File: config.mk
export PLATFORM = sky130hd
export DESIGN_NAME = video_in_burst_ctrl
export DESIGN_NICKNAME = d
export VERILOG_FILES = /design/src/rtl/video_in_burst_ctrl.sv
export SDC_FILE = /design/constraint.sdc
export NUM_CORES = 1
export LEC_CHECK = 0
export CAP_MARGIN = 20
export CORE_ASPECT_RATIO = 1.1
export CORE_MARGIN = 2
export CORE_UTILIZATION = 45
export CTS_CLUSTER_SIZE = 12
export DETAILED_ROUTE_END_ITERATION = 6
export DONT_BUFFER_PORTS = 1
export GPL_TIMING_DRIVEN = 0
export PLACE_DENSITY = 0.65
export RECOVER_POWER = 50
export SETUP_SLACK_MARGIN = 0.1
export SKIP_CTS_REPAIR_TIMING = 1
export SLEW_MARGIN = 25
export SYNTH_ARGS = -nofsm -noshare
export SYNTH_HDL_FRONTEND = slang
export SYNTH_SLANG_ARGS = --single-unit
File: constraint.sdc
create_clock -name clk -period 11.1 [get_ports clk]
set_input_delay 1.11 -clock clk [delete_from_list [all_inputs] [get_ports clk]]
set_output_delay 1.11 -clock clk [all_outputs]
set_load 0.01 [all_outputs]
File: src/rtl/video_in_burst_ctrl.sv
// ---------------------------------------------------------------------------
// video_in_burst_ctrl
//   Drains the video-input pixel FIFO in packs of NB_PACK words and writes
//   them to an external frame buffer as bus write bursts. Addresses advance
//   sequentially through the frame and wrap at FRAME_WORDS. frame_done pulses
//   once per completed frame.
//
// Ports
//   clk, RST            system clock, synchronous active-high reset
//   enable              capture enable, only looked at in IDLE
//   buf_base            frame-buffer byte base, latched at frame start
//   fifo_data           FIFO head word (new head valid 2 cycles after a pop)
//   fifo_pack_avail     FIFO holds at least NB_PACK words
//   fifo_rd             FIFO pop strobe, one pulse per accepted beat
//   wb_cyc/stb/we       bus master controls (we is tied to 1)
//   wb_adr/wb_dat       beat byte address and data
//   wb_ack              beat accepted by the slave
//   busy                burst in progress (START, BEAT, GAP)
//   frame_done          one-cycle pulse after the last word of a frame
//
// Optional build macro VIDEO_IN_BURST_IRQ_EN adds:
//   irq      (out) set on frame_done, held until irq_ack
//   irq_ack  (in)  clears irq, wins over a simultaneous frame_done
//   overrun  (out) sticky, set when a new frame starts with irq pending
// ---------------------------------------------------------------------------
module video_in_burst_ctrl #(
   parameter int DATA_SIZE   = 32,
   parameter int ADDR_W      = 32,
   parameter int NB_PACK     = 16,
   parameter int FRAME_WORDS = 76800
) (
   input  logic                 clk,
   input  logic                 RST,
   input  logic                 enable,
   input  logic [ADDR_W-1:0]    buf_base,
   input  logic [DATA_SIZE-1:0] fifo_data,
   input  logic                 fifo_pack_avail,
   output logic                 fifo_rd,
   output logic                 wb_cyc,
   output logic                 wb_stb,
   output logic                 wb_we,
   output logic [ADDR_W-1:0]    wb_adr,
   output logic [DATA_SIZE-1:0] wb_dat,
   input  logic                 wb_ack,
   output logic                 busy,
   output logic                 frame_done
`ifdef VIDEO_IN_BURST_IRQ_EN
   ,
   output logic                 irq,
   input  logic                 irq_ack,
   output logic                 overrun
`endif
);

   localparam int CW = $clog2(FRAME_WORDS + 1);
   localparam int BW = (NB_PACK > 1) ? $clog2(NB_PACK) : 1;

   typedef enum logic [2:0] {
      S_IDLE,
      S_START,
      S_BEAT,
      S_GAP,
      S_LAST
   } state_t;

   state_t                r_state;
   state_t                w_next;
   logic [CW-1:0]         r_word_cnt;
   logic [BW-1:0]         r_beat_cnt;
   logic [ADDR_W-1:0]     r_base;
   logic [ADDR_W-1:0]     r_adr;
   logic [DATA_SIZE-1:0]  r_dat;
   logic                  r_live;

   logic                  w_start;
   logic                  w_last_beat;
   logic                  w_frame_end;
   logic [ADDR_W-1:0]     w_base_now;
   logic [ADDR_W-1:0]     w_start_adr;

   assign w_start     = (r_state == S_IDLE) && enable && fifo_pack_avail;
   assign w_last_beat = (r_beat_cnt == BW'(NB_PACK - 1));
   assign w_frame_end = (r_word_cnt == CW'(FRAME_WORDS));
   // At word 0 the base register is being reloaded this very cycle, so the
   // first address of a frame must come straight from buf_base.
   assign w_base_now  = (r_word_cnt == '0) ? buf_base : r_base;
   assign w_start_adr = w_base_now + (ADDR_W'(r_word_cnt) << 2);

   // -------------------------------------------------------------------
   // FSM state register
   // -------------------------------------------------------------------
   always_ff @(posedge clk) begin
      if (RST) r_state <= S_IDLE;
      else     r_state <= w_next;
   end

   // -------------------------------------------------------------------
   // FSM next state and bus/FIFO strobes
   // -------------------------------------------------------------------
   always_comb begin
      w_next     = r_state;
      wb_cyc     = 1'b0;
      wb_stb     = 1'b0;
      busy       = 1'b0;
      fifo_rd    = 1'b0;
      frame_done = 1'b0;
      case (r_state)
         S_IDLE: begin
            if (enable && fifo_pack_avail) w_next = S_START;
         end
         S_START: begin
            wb_cyc = 1'b1;
            busy   = 1'b1;
            w_next = S_BEAT;
         end
         S_BEAT: begin
            wb_cyc = 1'b1;
            wb_stb = 1'b1;
            busy   = 1'b1;
            if (wb_ack) begin
               // Reset wins even in the ack cycle: no pop may escape.
               fifo_rd = !RST;
               w_next  = w_last_beat ? S_LAST : S_GAP;
            end
         end
         S_GAP: begin
            wb_cyc = 1'b1;
            busy   = 1'b1;
            w_next = S_BEAT;
         end
         S_LAST: begin
            frame_done = w_frame_end && !RST;
            w_next     = S_IDLE;
         end
         default: w_next = S_IDLE;
      endcase
   end

   assign wb_we  = 1'b1;
   assign wb_adr = r_adr;
   // The FIFO head is only guaranteed valid two cycles after a pop, i.e. in
   // the first BEAT cycle after GAP. In that cycle (and in START) the head is
   // passed straight through and captured; later wait cycles replay it.
   assign wb_dat = r_live ? fifo_data : r_dat;

   // -------------------------------------------------------------------
   // Datapath: counters, base, address and data hold
   // -------------------------------------------------------------------
   always_ff @(posedge clk) begin
      if (RST) begin
         r_word_cnt <= '0;
         r_beat_cnt <= '0;
         r_base     <= '0;
         r_adr      <= '0;
         r_dat      <= '0;
         r_live     <= 1'b0;
      end else begin
         r_live <= w_start || (r_state == S_GAP);
         if (r_live) r_dat <= fifo_data;
         case (r_state)
            S_IDLE: begin
               if (r_word_cnt == '0) r_base <= buf_base;
               if (w_start)          r_adr  <= w_start_adr;
            end
            S_START: r_beat_cnt <= '0;
            S_BEAT: begin
               if (wb_ack) begin
                  r_beat_cnt <= r_beat_cnt + 1'b1;
                  r_word_cnt <= r_word_cnt + 1'b1;
                  r_adr      <= r_adr + ADDR_W'(4);
               end
            end
            S_LAST: begin
               if (w_frame_end) r_word_cnt <= '0;
            end
            default: ;
         endcase
      end
   end

`ifdef VIDEO_IN_BURST_IRQ_EN
   logic r_irq;
   logic r_overrun;

   always_ff @(posedge clk) begin
      if (RST) begin
         r_irq     <= 1'b0;
         r_overrun <= 1'b0;
      end else begin
         if (irq_ack)         r_irq <= 1'b0;
         else if (frame_done) r_irq <= 1'b1;
         // Frame start = leaving IDLE at word 0 with capture enabled.
         if (w_start && (r_word_cnt == '0) && r_irq) r_overrun <= 1'b1;
      end
   end

   assign irq     = r_irq;
   assign overrun = r_overrun;
`endif

endmodule

==> impl_results.md <==
- WL per Instance: 18.5 microns
- Period utilization: between 50% and 60%
- Share of post-route cells with drive strength above 1: under 10%
- Final Setup Violations: 0
- Crit path max-delay family: buffers and inverters
- Global route overflow: 0
- Die width: 123 microns
- Worst EP required: ~11,000 ps
- Final worst slack: about 5200 ps
- Clk buf depth: 2
- Largest net degree at the start of global routing: 17
- DR pass1 iterations: 5
- #FFs+latches synth: between 100 and 150
- Commonest non-fill, non-tap cell in the layout: nand2_1
- Period minus WS final: a little under 6000 ps
- Vias in the first global route: between 6,000 and 7,000
- Crit path DAT: 6200 ps
- CP endpoint kind: register
- Reg area: about 2400 sq um
- Final HPWL DP: 15.5 mm
- Site row count: 47
- Routed vias/inst: between 5 and 6
- Sequential cell area fraction in the yosys report: roughly a third
- DR DRC count: 0
- Commonest non-fill, non-tap cells in the layout: nand2_1, dfxtp_1, nor2_1
- Core Area: 15,200 sq um
- Synth area leaders: dfxtp_1, nand2_1, mux2_2
- Final WL: ~21 mm
- Synthesized area: roughly 7000 sq um
- Num CTS Buffers: 17
- Root Driver: clkbuf_16
- Initial core utilization: approximately 46%
- Final core occ: a little over 50%
- Max-cap viol count: 0
- Gpl congestion: roughly 0.95
- Initial antenna violation count: 0
- Gr usage total: about a quarter
- Ports: 139
- Skew final: between 8 and 9 ps
- ANT nets after route: 0
- Post-synthesis cell type count: between 60 and 70
- Syn avg cell area: 7.88 sq um
- Post-Synthesis Net Count: between 900 and 1,000
- Fin. Hold Viols: 0
- Crit Path Max Fanout: 10
- Yosys top cell area share: about a third
- Fill cells: ~1,500
- F_max: 0.170 GHz
- Crit path launch type: register
- Clock tree sinks: 121
- Crit path max-delay cell type: o21ai_1
- TritonCTS clock tree: done
- Input/output buffers: 0
- Crit path top cell by count: clkbuf_1
- Pre-CTS setup slack: slightly below 6000 ps
- Worst min path class: register to register
- Leakage component of the power: a little over 3 nW
- # nets final: between 1,000 and 1,500
- Setup TNS: 0 ps
- Ys async rst share: 0%
- Clock Latency Late Sink: roughly 420 ps
- Ys flop type: dfxtp_1
- Ordered cell list for the critical path: inv_1 -> ha_1 -> nor4b_1 -> and4_1 -> clkbuf_1 -> clkbuf_1 -> clkbuf_1 -> mux2i_1 -> inv_1 -> ha_1 -> a211oi_1 -> o21ai_0 -> a21oi_1 -> o21ai_1 -> buf_2 -> nand3_1 -> xor2_1 -> a211oi_1
- Max Slew Vio Count: 0
- Clock transition at path regs: 60 ps
- RSZ-0062 raised after global routing: no
- Starting DRT DRC Count: between 500 and 600
- Slowest Stage Delay on Critical Path: around 550 ps
- EDFF count, synth: 0
- Ys Warns: 0
- Area of the multi-input gates: 4330 sq um
- Slew Limit Headroom: ~45%
- VDD IR max: slightly above 90 uV
- Area delta synth->final: 11.7%
- Setup CP Type: register to register
- Worst slew pin tran: roughly 820 ps
- # H-tree levels: 4
- Final Non-Filler Cells: between 1,000 and 1,500
- Worst Path Buf+Inv: 6
- Post-Place Cells: ~1,100
- Routed via count: about 6,600
- First-pass GRT wire length: approximately 32 mm
- N_diodes: 0
- Die Height: between 100 and 150 microns
- Cells after Synth: roughly 890
- Status: finished clean
- Power Density: ~150 nW/um^2
- Die area: about 17,000 sq um
- Yosys top cell by area: dfxtp_1
layout make-up:
class / instances / share of cell area (%)
clock buffer: 20 / 5.70
inverter: 12 / 0.639
clock inverter: 10 / 1.63
buffer: 51 / 2.79
multi-input combinational: 707 / 55.2
tap: 196 / 3.13
sequential: 121 / 30.9
synth_stat cells (5+ instances only):
library cell / n
nand2_1: 138
dfxtp_1: 121
nor2_1: 80
a21oi_1: 68
o21ai_0: 44
nand3_1: 38
nor2b_1: 37
mux2_2: 35
clkbuf_1: 31
nor3_1: 27
a311oi_1: 22
ha_1: 21
nand4_1: 16
xnor2_1: 15
xor2_1: 15
and3_1: 14
a211oi_1: 12
inv_1: 11
buf_2: 10
or3_1: 10
mux2i_1: 9
nor4_1: 9
nand3b_1: 6
a2111oi_0: 5
and4_1: 5
buf_1: 5
o21a_1: 5
o31ai_1: 5
worst reg2reg max path, stage by stage, from the launching register on:
cell and delay (ps):
dfxtp_1 350, inv_1 140, ha_1 190, nor4b_1 360, and4_1 290, clkbuf_1 480
clkbuf_1 470, clkbuf_1 460, mux2i_1 510, inv_1 90, ha_1 320, a211oi_1 110
o21ai_0 380, a21oi_1 210, o21ai_1 550, buf_2 340, nand3_1 120, xor2_1 150
a211oi_1 280
registers in the layout (all words and copies together), names as in the netlist:
signal,cells
r_base,32
r_beat_cnt,4
r_dat,32
r_live,1
r_state,3
r_word_cnt,17
wb_adr,32
routing by layer:
metal | wire length, microns | GRT usage (%) | up-vias
li1 | - | - | 3259
met1 | 9100 | 31.6 | 3073
met2 | 9270 | 40.0 | 267
met3 | 1730 | 7.43 | 43
met4 | 568 | 10.3 | 0
met5 | 0 | 0 | -
path summary, 6_finish.rpt:
kind                                   to  depth (start not counted)  slack (ps)                  startpoint
setup / recovery  wb_adr[25]$_SDFFE_PP0P_                         18        5220  r_word_cnt[1]$_SDFFE_PP0P_
hold / removal    r_base[30]$_SDFFE_PP0P_                          2         450     r_base[30]$_SDFFE_PP0P_
setup reg to reg  wb_adr[25]$_SDFFE_PP0P_                         18        5220  r_word_cnt[1]$_SDFFE_PP0P_
hold reg to reg   r_base[30]$_SDFFE_PP0P_                          2         450     r_base[30]$_SDFFE_PP0P_
logic make-up (layout without fill, tap and decap cells):
| group | count (synthesis) | after routing | synth area share, % |
|---|---|---|---|
| AOI/OAI and AO/OA | 207 | 207 | 19.1 |
| and+or+nand+nor | 403 | 403 | 27.8 |
| buffers and inverters | 63 | 93 | 3.94 |
| adders and majority gates | 22 | 22 | 4.03 |
| xor gates and xnor gates | 30 | 30 | 3.74 |
| other | 1 | 1 | 0.0534 |
| DFF | 121 | 121 | 34.5 |
| muxes | 44 | 44 | 6.90 |
metrics by stage:
step	instance area, sq um	power, mW	hold slack, ps
detailed placement	7260	0.653	448
floorplan	7020	0.608	429
finish	7840	1.19	452
global placement	7260	0.651	437
global route	7840	1.25	483
CTS	7840	1.20	456
power by group:
part / switching [mW] / internal [mW]
Sequential: 0.0311 / 0.462
Combinational: 0.0970 / 0.0560
Clock: 0.194 / 0.353
Total: 0.322 / 0.871
Note: power is estimated with default switching activity, not from simulation.
